$ cat src/rtl/jtframe_rom_arbiter.sv
// ----------------------------------------------------------------------------
// jtframe_rom_arbiter
//
// Shares the game-side SDRAM read port among SLOTS ROM requesters with a
// round-robin grant. Each requester holds slot_req until it receives its
// one-cycle slot_ok pulse. All traffic is held off while a ROM download or
// an SDRAM loop reset is in progress. Refresh is only permitted while the
// port is idle.
//
// Ports:
//   clk_sys      system clock
//   RESET        asynchronous, active-high reset
//   downloading  ROM download in progress (blocks arbitration)
//   loop_rst     SDRAM controller loop reset (blocks arbitration)
//   slot_req     per-slot level request, held until slot_ok
//   slot_addr    packed slot addresses, slot i at [i*AW +: AW]
//   slot_ok      one-hot, one-cycle completion pulse
//   slot_dout    read data, valid with slot_ok, held until next completion
//   sdram_req    request to SDRAM controller
//   sdram_addr   latched address of the granted slot
//   sdram_ack    controller accepted the request
//   data_rdy     data_read is valid
//   data_read    SDRAM read data
//   refresh_en   SDRAM refresh permitted
//   grant        index of the slot being served (meaningful while busy)
//   busy         arbiter not idle
//   timeout_err  sticky: a transaction timed out waiting for data
// ----------------------------------------------------------------------------
module jtframe_rom_arbiter #(
   parameter int SLOTS   = 4,
   parameter int AW      = 22,
   parameter int DW      = 32,
   parameter int TIMEOUT = 255
) (
   input  logic                clk_sys,
   input  logic                RESET,
   input  logic                downloading,
   input  logic                loop_rst,
   input  logic [SLOTS-1:0]    slot_req,
   input  logic [SLOTS*AW-1:0] slot_addr,
   output logic [SLOTS-1:0]    slot_ok,
   output logic [DW-1:0]       slot_dout,
   output logic                sdram_req,
   output logic [AW-1:0]       sdram_addr,
   input  logic                sdram_ack,
   input  logic                data_rdy,
   input  logic [DW-1:0]       data_read,
   output logic                refresh_en,
   output logic [2:0]          grant,
   output logic                busy,
   output logic                timeout_err
);

   typedef enum logic [1:0] {
      IDLE      = 2'd0,
      WAIT_ACK  = 2'd1,
      WAIT_DATA = 2'd2
   } state_t;

   state_t            state_reg, state_next;
   logic [2:0]        grant_next;
   logic [2:0]        ptr_reg, ptr_next;
   logic              sdram_req_next;
   logic [AW-1:0]     sdram_addr_next;
   logic [SLOTS-1:0]  slot_ok_next;
   logic [DW-1:0]     slot_dout_next;
   logic [7:0]        cnt_reg, cnt_next;
   logic              timeout_err_next;

   logic              block;
   logic              found;
   logic [2:0]        sel;
   logic [3:0]        idx;
   logic [AW-1:0]     sel_addr;
   logic [SLOTS-1:0]  grant_onehot;
   logic [AW-1:0]     addr_arr [SLOTS];

   assign block = downloading | loop_rst;

   generate
      for (genvar gi = 0; gi < SLOTS; gi++) begin : g_addr
         assign addr_arr[gi] = slot_addr[gi*AW +: AW];
      end
   endgenerate

   // Round-robin scan: offsets 1..SLOTS from the last grant, so the slot
   // served last has the lowest priority next time.
   always_comb begin
      found = 1'b0;
      sel   = '0;
      idx   = '0;
      for (int k = 1; k <= SLOTS; k++) begin
         idx = {1'b0, ptr_reg} + 4'(k);
         if (idx >= 4'(SLOTS)) idx = idx - 4'(SLOTS);
         for (int i = 0; i < SLOTS; i++) begin
            if (!found && idx == 4'(i) && slot_req[i]) begin
               found = 1'b1;
               sel   = 3'(i);
            end
         end
      end
   end

   // Explicit compare-mux keeps index widths exact for any SLOTS.
   always_comb begin
      sel_addr     = '0;
      grant_onehot = '0;
      for (int i = 0; i < SLOTS; i++) begin
         if (sel == 3'(i))   sel_addr        = addr_arr[i];
         if (grant == 3'(i)) grant_onehot[i] = 1'b1;
      end
   end

   always_ff @(posedge clk_sys or posedge RESET) begin
      if (RESET) begin
         state_reg   <= IDLE;
         grant       <= '0;
         ptr_reg     <= 3'(SLOTS-1);
         sdram_req   <= 1'b0;
         sdram_addr  <= '0;
         slot_ok     <= '0;
         slot_dout   <= '0;
         cnt_reg     <= '0;
         timeout_err <= 1'b0;
      end else begin
         state_reg   <= state_next;
         grant       <= grant_next;
         ptr_reg     <= ptr_next;
         sdram_req   <= sdram_req_next;
         sdram_addr  <= sdram_addr_next;
         slot_ok     <= slot_ok_next;
         slot_dout   <= slot_dout_next;
         cnt_reg     <= cnt_next;
         timeout_err <= timeout_err_next;
      end
   end

   always_comb begin
      state_next       = state_reg;
      grant_next       = grant;
      ptr_next         = ptr_reg;
      sdram_req_next   = sdram_req;
      sdram_addr_next  = sdram_addr;
      slot_ok_next     = '0;
      slot_dout_next   = slot_dout;
      cnt_next         = cnt_reg;
      timeout_err_next = timeout_err;

      case (state_reg)
         IDLE: begin
            if (!block && found) begin
               grant_next      = sel;
               sdram_addr_next = sel_addr;
               sdram_req_next  = 1'b1;
               state_next      = WAIT_ACK;
            end
         end

         WAIT_ACK: begin
            if (block) begin
               // Abort without touching the pointer: same slot wins again.
               sdram_req_next = 1'b0;
               state_next     = IDLE;
            end else if (sdram_ack) begin
               sdram_req_next = 1'b0;
               cnt_next       = '0;
               if (data_rdy) begin
                  // Data arrived together with the ack: skip WAIT_DATA.
                  slot_dout_next = data_read;
                  slot_ok_next   = grant_onehot;
                  ptr_next       = grant;
                  state_next     = IDLE;
               end else begin
                  state_next = WAIT_DATA;
               end
            end
         end

         WAIT_DATA: begin
            if (block) begin
               state_next = IDLE;
            end else if (data_rdy) begin
               slot_dout_next = data_read;
               slot_ok_next   = grant_onehot;
               ptr_next       = grant;
               state_next     = IDLE;
            end else if (cnt_reg == 8'(TIMEOUT-1)) begin
               // TIMEOUT cycles spent in WAIT_DATA without data: give up.
               timeout_err_next = 1'b1;
               ptr_next         = grant;
               state_next       = IDLE;
            end else begin
               cnt_next = cnt_reg + 8'd1;
            end
         end

         default: begin
            sdram_req_next = 1'b0;
            state_next     = IDLE;
         end
      endcase
   end

   assign busy = (state_reg != IDLE);

   // Refresh allowed while idle and not starting a request this cycle,
   // and always while traffic is blocked or the arbiter is held in reset.
   assign refresh_en = RESET | block | ((state_reg == IDLE) & ~found);

endmodule
$ cat config.mk
export PLATFORM = sky130hd
export DESIGN_NAME = jtframe_rom_arbiter
export DESIGN_NICKNAME = d
export VERILOG_FILES = /design/src/rtl/jtframe_rom_arbiter.sv
export SDC_FILE = /design/constraint.sdc
export NUM_CORES = 1
export LEC_CHECK = 0
export CAP_MARGIN = 25
export CELL_PAD_IN_SITES_DETAIL_PLACEMENT = 1
export CELL_PAD_IN_SITES_GLOBAL_PLACEMENT = 2
export CORE_MARGIN = 2
export CORE_UTILIZATION = 25
export DETAILED_ROUTE_END_ITERATION = 12
export PLACE_DENSITY_LB_ADDON = 0.1
export SLEW_MARGIN = 10
export SYNTH_ARGS = -nofsm -noshare
export SYNTH_HDL_FRONTEND = slang
export SYNTH_SLANG_ARGS = --single-unit
$ cat constraint.sdc
create_clock -name clk_sys -period 8.8 [get_ports clk_sys]
set_input_delay 2.2 -clock clk_sys [delete_from_list [all_inputs] [get_ports clk_sys]]
set_output_delay 2.2 -clock clk_sys [all_outputs]
set_load 0.05 [all_outputs]
# --- Yosys cells after proc, flatten, opt, wreduce, memory -nomap -nowiden ---
# Cells that the tools add are included.
classes:
  add_sub_neg: 9
  magnitude_cmp: 4
  n_eq_ne: 31
  n_mux: 78
  bitwise: 8
  n_reduce_logical: 64
op_table:
  columns: ["operator", "n"]
  rows:
  - ["32-bit two-way mux", 4]
  - ["22-bit two-way mux", 4]
  - ["32-bit case mux with 2 select lines", 1]
  - ["3-bit two-way mux", 20]
  - ["8-bit two-way mux", 5]
  - ["4-bit by 2-bit == test with 1-bit output (second input constant)", 8]
  - ["1-bit logical AND", 32]
  - ["4-bit two-way mux", 8]
  - ["1-bit two-way mux", 24]
  - ["4-bit by 1-bit == test with 1-bit output (second input constant)", 4]
  - ["4-bit by 3-bit >= comparator with 1-bit output (second input constant)", 4]
  - ["1-bit zero test", 16]
  - ["4-bit zero test", 4]
  - ["8-bit case mux with 2 select lines", 1]
  - ["4-bit by 3-bit subtractor with 4-bit output (second input constant)", 4]
  - ["2-bit two-way mux", 7]
  - ["2-bit != test (second input constant)", 7]
  - ["3-bit by 2-bit == test with 1-bit output (second input constant)", 4]
  - ["6-bit AND reduction", 2]
  - ["3-bit by 2-bit adder with 4-bit output (second input constant)", 2]
  - ["8-bit by 1-bit adder with 8-bit output (second input constant)", 1]
  - ["8-bit == test (second input constant)", 1]
  - ["4-bit case mux with 2 select lines", 1]
  - ["4-bit AND reduction", 2]
  - ["other kinds (18)", 28]
totals:
  ff_bits: 76
  output_inout_bits: 65
  wordCells: 203

# --- Logic depth before layout (Yosys ltp) ---
# Gate-level depths: netlist of the first run.
logic_depth:
  ltp_word: 71
  mapped_depth: 8

# --- Worst setup path after synthesis of the first run ---
# Ideal clock, no wire load.
synth_path:
  path_type: "input -> output"
  start: "input RESET"
  end: "output refresh_en"
  t_arrival_ns: 4.736
  required_ns: 6.600
  slack_ns: 1.864
  stages: 2
  cell_sequence: "inv_1 nand3_1"
synth_between:
  elab_chain_cells: 2
synth_rtl:
  columns: ["item", "line_no", "rtl"]
  rows:
  - ["start, declared", "36", "input logic RESET,"]
  - ["1-bit OR (2 in a row)", "208", "assign refresh_en = RESET | block | ((state_reg == IDLE) & ~found);"]
  - ["end, declared", "48", "output logic refresh_en,"]
# Every way passes these cells.

# --- Worst setup path after layout of the first run ---
layout_path:
  start: "input slot_req[2]"
  end: "output refresh_en"
layout_between:
  elab_chain_cells: 57
layout_rtl:
  columns: ["item", "line_no", "rtl"]
  rows:
  - ["start, declared", "39", "input logic [SLOTS-1:0] slot_req,"]
  - ["1-bit logical AND", "96", "if (!found && idx == 4'(i) && slot_req[i]) begin"]
  - ["1-bit two-way mux", "96", null]
  - ["1-bit zero test", "96", null]
  - ["1-bit logical AND (2 in a row)", "96", null]
  - ["1-bit two-way mux", "96", null]
  - ["1-bit zero test", "96", null]
  - ["1-bit logical AND (2 in a row)", "96", null]
  - ["1-bit two-way mux", "96", null]
  - ["[37 not listed]", null, null]
  - ["1-bit logical AND (2 in a row)", "96", null]
  - ["1-bit two-way mux *", "96", null]
  - ["1-bit zero test", "96", null]
  - ["1-bit logical AND (2 in a row)", "96", null]
  - ["1-bit two-way mux *", "96", null]
  - ["1-bit NOT *", "208", null]
  - ["1-bit bitwise AND *", "208", null]
  - ["1-bit OR *", "208", null]
# Every way passes the cells marked *; elsewhere a longest branch is shown, timed or not.

==> results of run 1 <==
cell type report:
type                       count  area [um^2]
sequential                    74         1854
tap                          216        270.3
inverter                      28        106.4
timing repair buffer         200         2003
multi-input combinational    268         1924
clock inverter                 5        55.05
clock buffer                  11        232.7
fill                        1780         9382
metal layers:
| layer | global-route usage [%] | part of all wire [%] |
|---|---|---|
| met1 | 19.89 | 44 |
| met2 | 26.94 | 47 |
| met3 | 4.140 | 8.1 |
| met4 | 6.320 | 1.4 |
| met5 | 0 | 0 |
metrics by stage:
step                util (%)  hold slack [ns]  instances
floorplan                  -           0.5100        395
global placement       38.60           0.4854        782
detailed placement     38.70           0.4923        783
CTS                    40.51           0.5034        799
global route           40.73           0.5197        802
finish                 40.73           0.5024        802
worst max-delay path, delay by kind of cell:
| family | cells | cell delay, ns |
|---|---|---|
| buffers and inverters | 2 | 1.37 |
| AND/OR/NAND/NOR | 3 | 0.89 |
final timing paths:
check / startpoint / to / slack, ns / cells after the start
setup / recovery: slot_req[2] / refresh_en / 2.13 / 5
hold / removal: timeout_err / timeout_err / 0.50 / 1
setup reg to reg: state_reg[1] / sdram_addr[12] / 6.37 / 6
hold reg to reg: timeout_err / timeout_err / 0.50 / 1
max in group asynchronous: RESET / slot_dout[18] / 5.54 / 3
min in group asynchronous: RESET / slot_dout[27] / 2.28 / 2
kinds of logic (layout without fill, tap and decap cells):
family / after synthesis / in the layout / synth area share, %
simple gates: 104 / 104 / 13.82
other cells: 1 / 1 / 0.09288
fa+ha+maj: 5 / 5 / 1.549
flops: 74 / 74 / 45.93
xor+xnor: 6 / 6 / 1.302
mux: 35 / 35 / 9.730
buf+inv: 53 / 244 / 6.477
compound gates: 117 / 117 / 21.10
cells in the final DEF (no fill, tap or decap), types with 2 or more instances in the layout:
cell type | netlist | routed
nand4_1 | 2 | 2
o211a_1 | 12 | 12
a31oi_1 | 11 | 11
nor3_1 | 4 | 4
o22ai_1 | 14 | 14
nor2_1 | 13 | 12
dfstp_2 | 2 | 2
a22oi_1 | 21 | 21
nand2b_1 | 14 | 14
mux2_2 | 34 | 34
xnor2_1 | 5 | 5
ha_1 | 5 | 5
buf_6 | 4 | 3
clkbuf_16 | 0 | 9
nand2_1 | 36 | 36
or2b_1 | 3 | 3
nor4_1 | 3 | 3
a22o_1 | 11 | 11
buf_4 | 5 | 3
inv_1 | 28 | 27
a21oi_1 | 16 | 16
o21ai_0 | 11 | 11
clkinvlp_4 | 0 | 2
dfrtp_1 | 72 | 72
clkdlybuf4s50_1 | 0 | 193
clkbuf_1 | 5 | 2
o21ai_1 | 9 | 9
nor4b_1 | 3 | 3
nand3_1 | 13 | 13
clkinv_2 | 0 | 3
power groups by stage:
stage | registers (mW) | clock network [mW] | logic [mW]
floorplan | 1.01 | 0 | 0.334
CTS | 0.569 | 0.379 | 1.20
global route | 0.587 | 0.393 | 1.27
detailed placement | 0.572 | 0 | 1.20
global placement | 0.567 | 0 | 1.18
finish | 0.567 | 0.365 | 1.20
==> results.cfg, run 1 <==
[pwr]
ir_worst_vdd_mv = 0.1434
combinationalPowerShare_pct = 56.2
switchingPower_uw = 983.4
power.density_nw_per_um2 = 330.0
leakagePower_nw = 2.733
power.internal_mw = 1.144
netSwitchingFraction_pct = 46.22
power.total_mw = 2.128
p_clk_share_pct = 17.1
seq_power_share_pct = 26.7

[synth]
synth_cell_types = 55
synth_area_um2 = 4038
syn-num-nets = 530
synth_top_cell_by_area = dfrtp_1
ys.warnings.count = 0
yosysMostFrequentCell = dfrtp_1
ys_top_cells_by_count = dfrtp_1, nand2_1, mux2_2
async_reset_ff_share_pct = 100.0
syn_area_per_cell_um2 = 10.22
ys_ff_latch = 74
yosysSeqAreaShare_pct = 45.93
synth_ff_type = dfrtp_1
postSynthCellCount = 395
yosysTopAreaCellShare_pct = 44.62
synth.area.top_cells = dfrtp_1, mux2_2, a22oi_1, nand2_1, o211a_1
synth_edf_count = 0

[cells_and_area]
design_area_um2 = 6446
largest_reg_flops = 32
diodes = 0
nets = 716
drive_gt1_share_pct = 12.46
area_growth_syn_to_layout_pct = 59.65

[critical_path]
endpoint_kind = primary output
worstSetupPathType = input port to primary output
worstPathRequired_ns = 6.60
critical_path_arrival_ns = 4.47
slowest_stage = clkdlybuf4s50_1
critical_path.max_stage_delay_ns = 0.84
crit_chain = clkdlybuf4s50_1 > or2_4 > or4_1 > nand3_1 > clkdlybuf4s50_1
worstPathMaxFanout = 8
cpMostUsedCell = clkdlybuf4s50_1
cp-start-kind = input port

[floorplanning]
die_w_um = 131.1
start_util_pct = 25.51
ioPinCount = 195
core-area_um2 = 15830
die_y_um = 131.1
num_rows = 46
dieArea_um2 = 17180

[clock_network]
clock_latency_ns = 0.33
ctsHtreeMaxLevel = 3
cts.sinks = 74
clock_path_buffers = 2
cts_hold_buf = 0
cts_setup_buffers = 0
cts_inserted_buffers = 9
ctsResizeCount = 0
clk_pin_slew_worst_paths_ns = 0.06
cts_root_buf = clkbuf_16
tritoncts = yes

[grt]
grt_pass1_wl_mm = 21.27
first_global_vias = 4086
grt-ovfl-total = 0
antenna_found_initial = 0
grt_max_degree = 41
groute.usage.overall_pct = 16.10

[worst_hold_path]
min_path_type = flip-flop to flip-flop

[sta]
relSlewSlack_pct = 25.55
hold_viol_final = 0
setup_viol = 0
finClkSkew_ns = 0.005407
layout_setup_ws_ns = 2.133
max_clock_freq_ghz = 0.1500
finalCritPeriodShare_pct = 75.76
rsz0062_at_grt = no
drv_slew = 0
fin_tns_setup_ns = 0
worst-slew-pin-transition_ns = 1.117
period_minus_slack_ns = 6.667

[detailed_routing]
drc = 0
drtAntennaViolNets = 0
wire_per_inst_um = 16.94
wl_mm = 13.59
drt-initial-drc-count = 136
viasPerCell = 4.713
num_vias = 3780
drtPass1Iterations = 4

[placement]
pre_cts_ws_ns = 2.106
port_buffers = 193
dp_hpwl_mm = 10.14
postPlaceCellArea_um2 = 6125
globalplace.congestion = 0.7717

[run]
max_cap_viol_count = 0

[status]
status = finished clean
Power figures use the tool's default switching activity.
==> inputs of run 2 (changes only) <==
- CORE_UTILIZATION: 25 -> 21
- clock period: 8.8 -> 5.6 ns (I/O delays scaled with it)
==> run 2 against run 1 <==
Compared with the run above:
- setup slack worse by 1.6 ns
- clock-buffer cell count down 2
- register-to-register slack worse by 3.2 ns
- final cell count up 2.9%
- utilization down 5.8 points
- routed wire length up 5.9%
- highest routed layer unchanged
- die area up 18%
- largest cell class unchanged
==> results.cfg, run 2 (synthesis results as in run 1) <==
[pwr]
netSwitchingFraction_pct = 46.62
p_clk_share_pct = 18.0
switchingPower_mw = 1.586
combinationalPowerShare_pct = 55.8
seq_power_share_pct = 26.2
power.density_nw_per_um2 = 519.7
leakagePower_nw = 2.778
ir_worst_vdd_mv = 0.1871
power.internal_mw = 1.816

[placement]
port_buffers = 193
postPlaceCellArea_um2 = 6201
dp_hpwl_mm = 10.82
globalplace.congestion = 0.7907

[clock_network]
cts.sinks = 74
ctsResizeCount = 0
clk_pin_slew_worst_paths_ns = 0.07
cts_setup_buffers = 0
tritoncts = yes
clock_path_buffers = 2
cts_inserted_buffers = 9
clock_latency_ns = 0.34
ctsHtreeMaxLevel = 3
cts_hold_buf = 0
cts_root_buf = clkbuf_16

[critical_path]
crit_end = refresh_en
reg2reg_depth = 6
critical_path_arrival_ns = 3.69
worstPathRequired_ns = 4.20
endpoint_kind = primary output
cp-start-kind = input port
setup.worst_path.start = slot_req[3]
r2r_end = sdram_addr[16]
worstPathMaxFanout = 9
crit_chain = clkdlybuf4s50_1 > or2_4 > or4_1 > nand3_1 > clkdlybuf4s50_1
ff2ff_setup_slack_ns = 3.18
r2r_start = state_reg[1]
worstSetupPathType = input port to primary output
cpMostUsedCell = clkdlybuf4s50_1
slowest_stage = clkdlybuf4s50_1
critical_path.max_stage_delay_ns = 0.82

[detailed_routing]
viasPerCell = 4.630
drc = 0
drt-initial-drc-count = 134
drtAntennaViolNets = 0
drtPass1Iterations = 7
wire_per_inst_um = 17.44
num_vias = 3820
wl_mm = 14.38

[floorplanning]
dieArea_um2 = 20350
ioPinCount = 195
die_y_um = 142.7
start_util_pct = 21.51
core-area_um2 = 18770
num_rows = 50
die_w_um = 142.7

[cells_and_area]
area_growth_syn_to_layout_pct = 62.16
final_common_cell = clkdlybuf4s50_1
drive_gt1_share_pct = 13.54
largest_reg_flops = 32
mostFrequentLayoutCells = clkdlybuf4s50_1, dfrtp_1, nand2_1
nets = 721
fill_cells = 2107
diodes = 0
design_area_um2 = 6548

[sta]
hold_ws_ns = 0.5057
setup_viol = 0
finalCritPeriodShare_pct = 90.91
drv_slew = 0
period_minus_slack_ns = 5.091
worst-slew-pin-transition_ns = 0.7265
relSlewSlack_pct = 51.57
hold_viol_final = 0
finClkSkew_ns = 0.004839
max_clock_freq_ghz = 0.1964
rsz0062_at_grt = no
fin_tns_setup_ns = 0

[grt]
antenna_found_initial = 0
grt-ovfl-total = 0
grt_pass1_wl_mm = 22.25
grt_max_degree = 59
first_global_vias = 4100
groute.usage.overall_pct = 14.11

[run]
max_cap_viol_count = 0

[worst_hold_path]
hp-start = slot_dout[30]
min_path_type = flip-flop to flip-flop

[status]
status = finished clean
-- run 2: worst min path at each step --
stage | end | cells past startpoint
finish | slot_dout[30] | 1
global route | slot_dout[31] | 1
CTS | slot_dout[31] | 1
detailed placement | slot_dout[31] | 1
global placement | slot_dout[29] | 1
floorplan | cnt_reg[5] | 2
-- run 2: power by group through the flow --
stage	registers [mW]	clock network (mW)	logic, mW
floorplan	1.58	0	0.525
global placement	0.892	0	1.87
detailed placement	0.901	0	1.90
CTS	0.894	0.645	1.90
global route	0.926	0.661	2.00
finish	0.891	0.613	1.90
-- run 2: worst max-delay path, delay by kind of cell --
family,cells,cell delay [ns]
and+or+nand+nor,3,0.92
buffers and inverters,2,1.37
-- run 2: final cells by class --
cell class	instances	area (um^2)	share of cell area, %
flip-flops and latches	74	1854	28.32
clock buffers	9	225.2	3.440
multi-input cells	268	1924	29.39
clock inverters	7	83.83	1.280
well taps	234	292.8	4.472
repair buffers	205	2061	31.47
inverters	28	106.4	1.624
-- run 2: through the flow --
stage                     util, %  cells  power (mW)  setup slack, ns
final                       34.89    825       3.403           0.5090
after global routing        34.89    825       3.590           0.4180
after CTS                   34.69    822       3.443           0.4928
after detailed placement    33.04    806       2.801           0.4965
after global placement      32.83    804       2.761           0.5063
after floorplan                 -    395       2.107           0.2642
-- run 2: metal layers --
layer,GRT usage (%),wire length (um)
met1,17.64,6259
met2,23.48,6875
met3,4.192,991
met4,4.325,257
met5,0,0
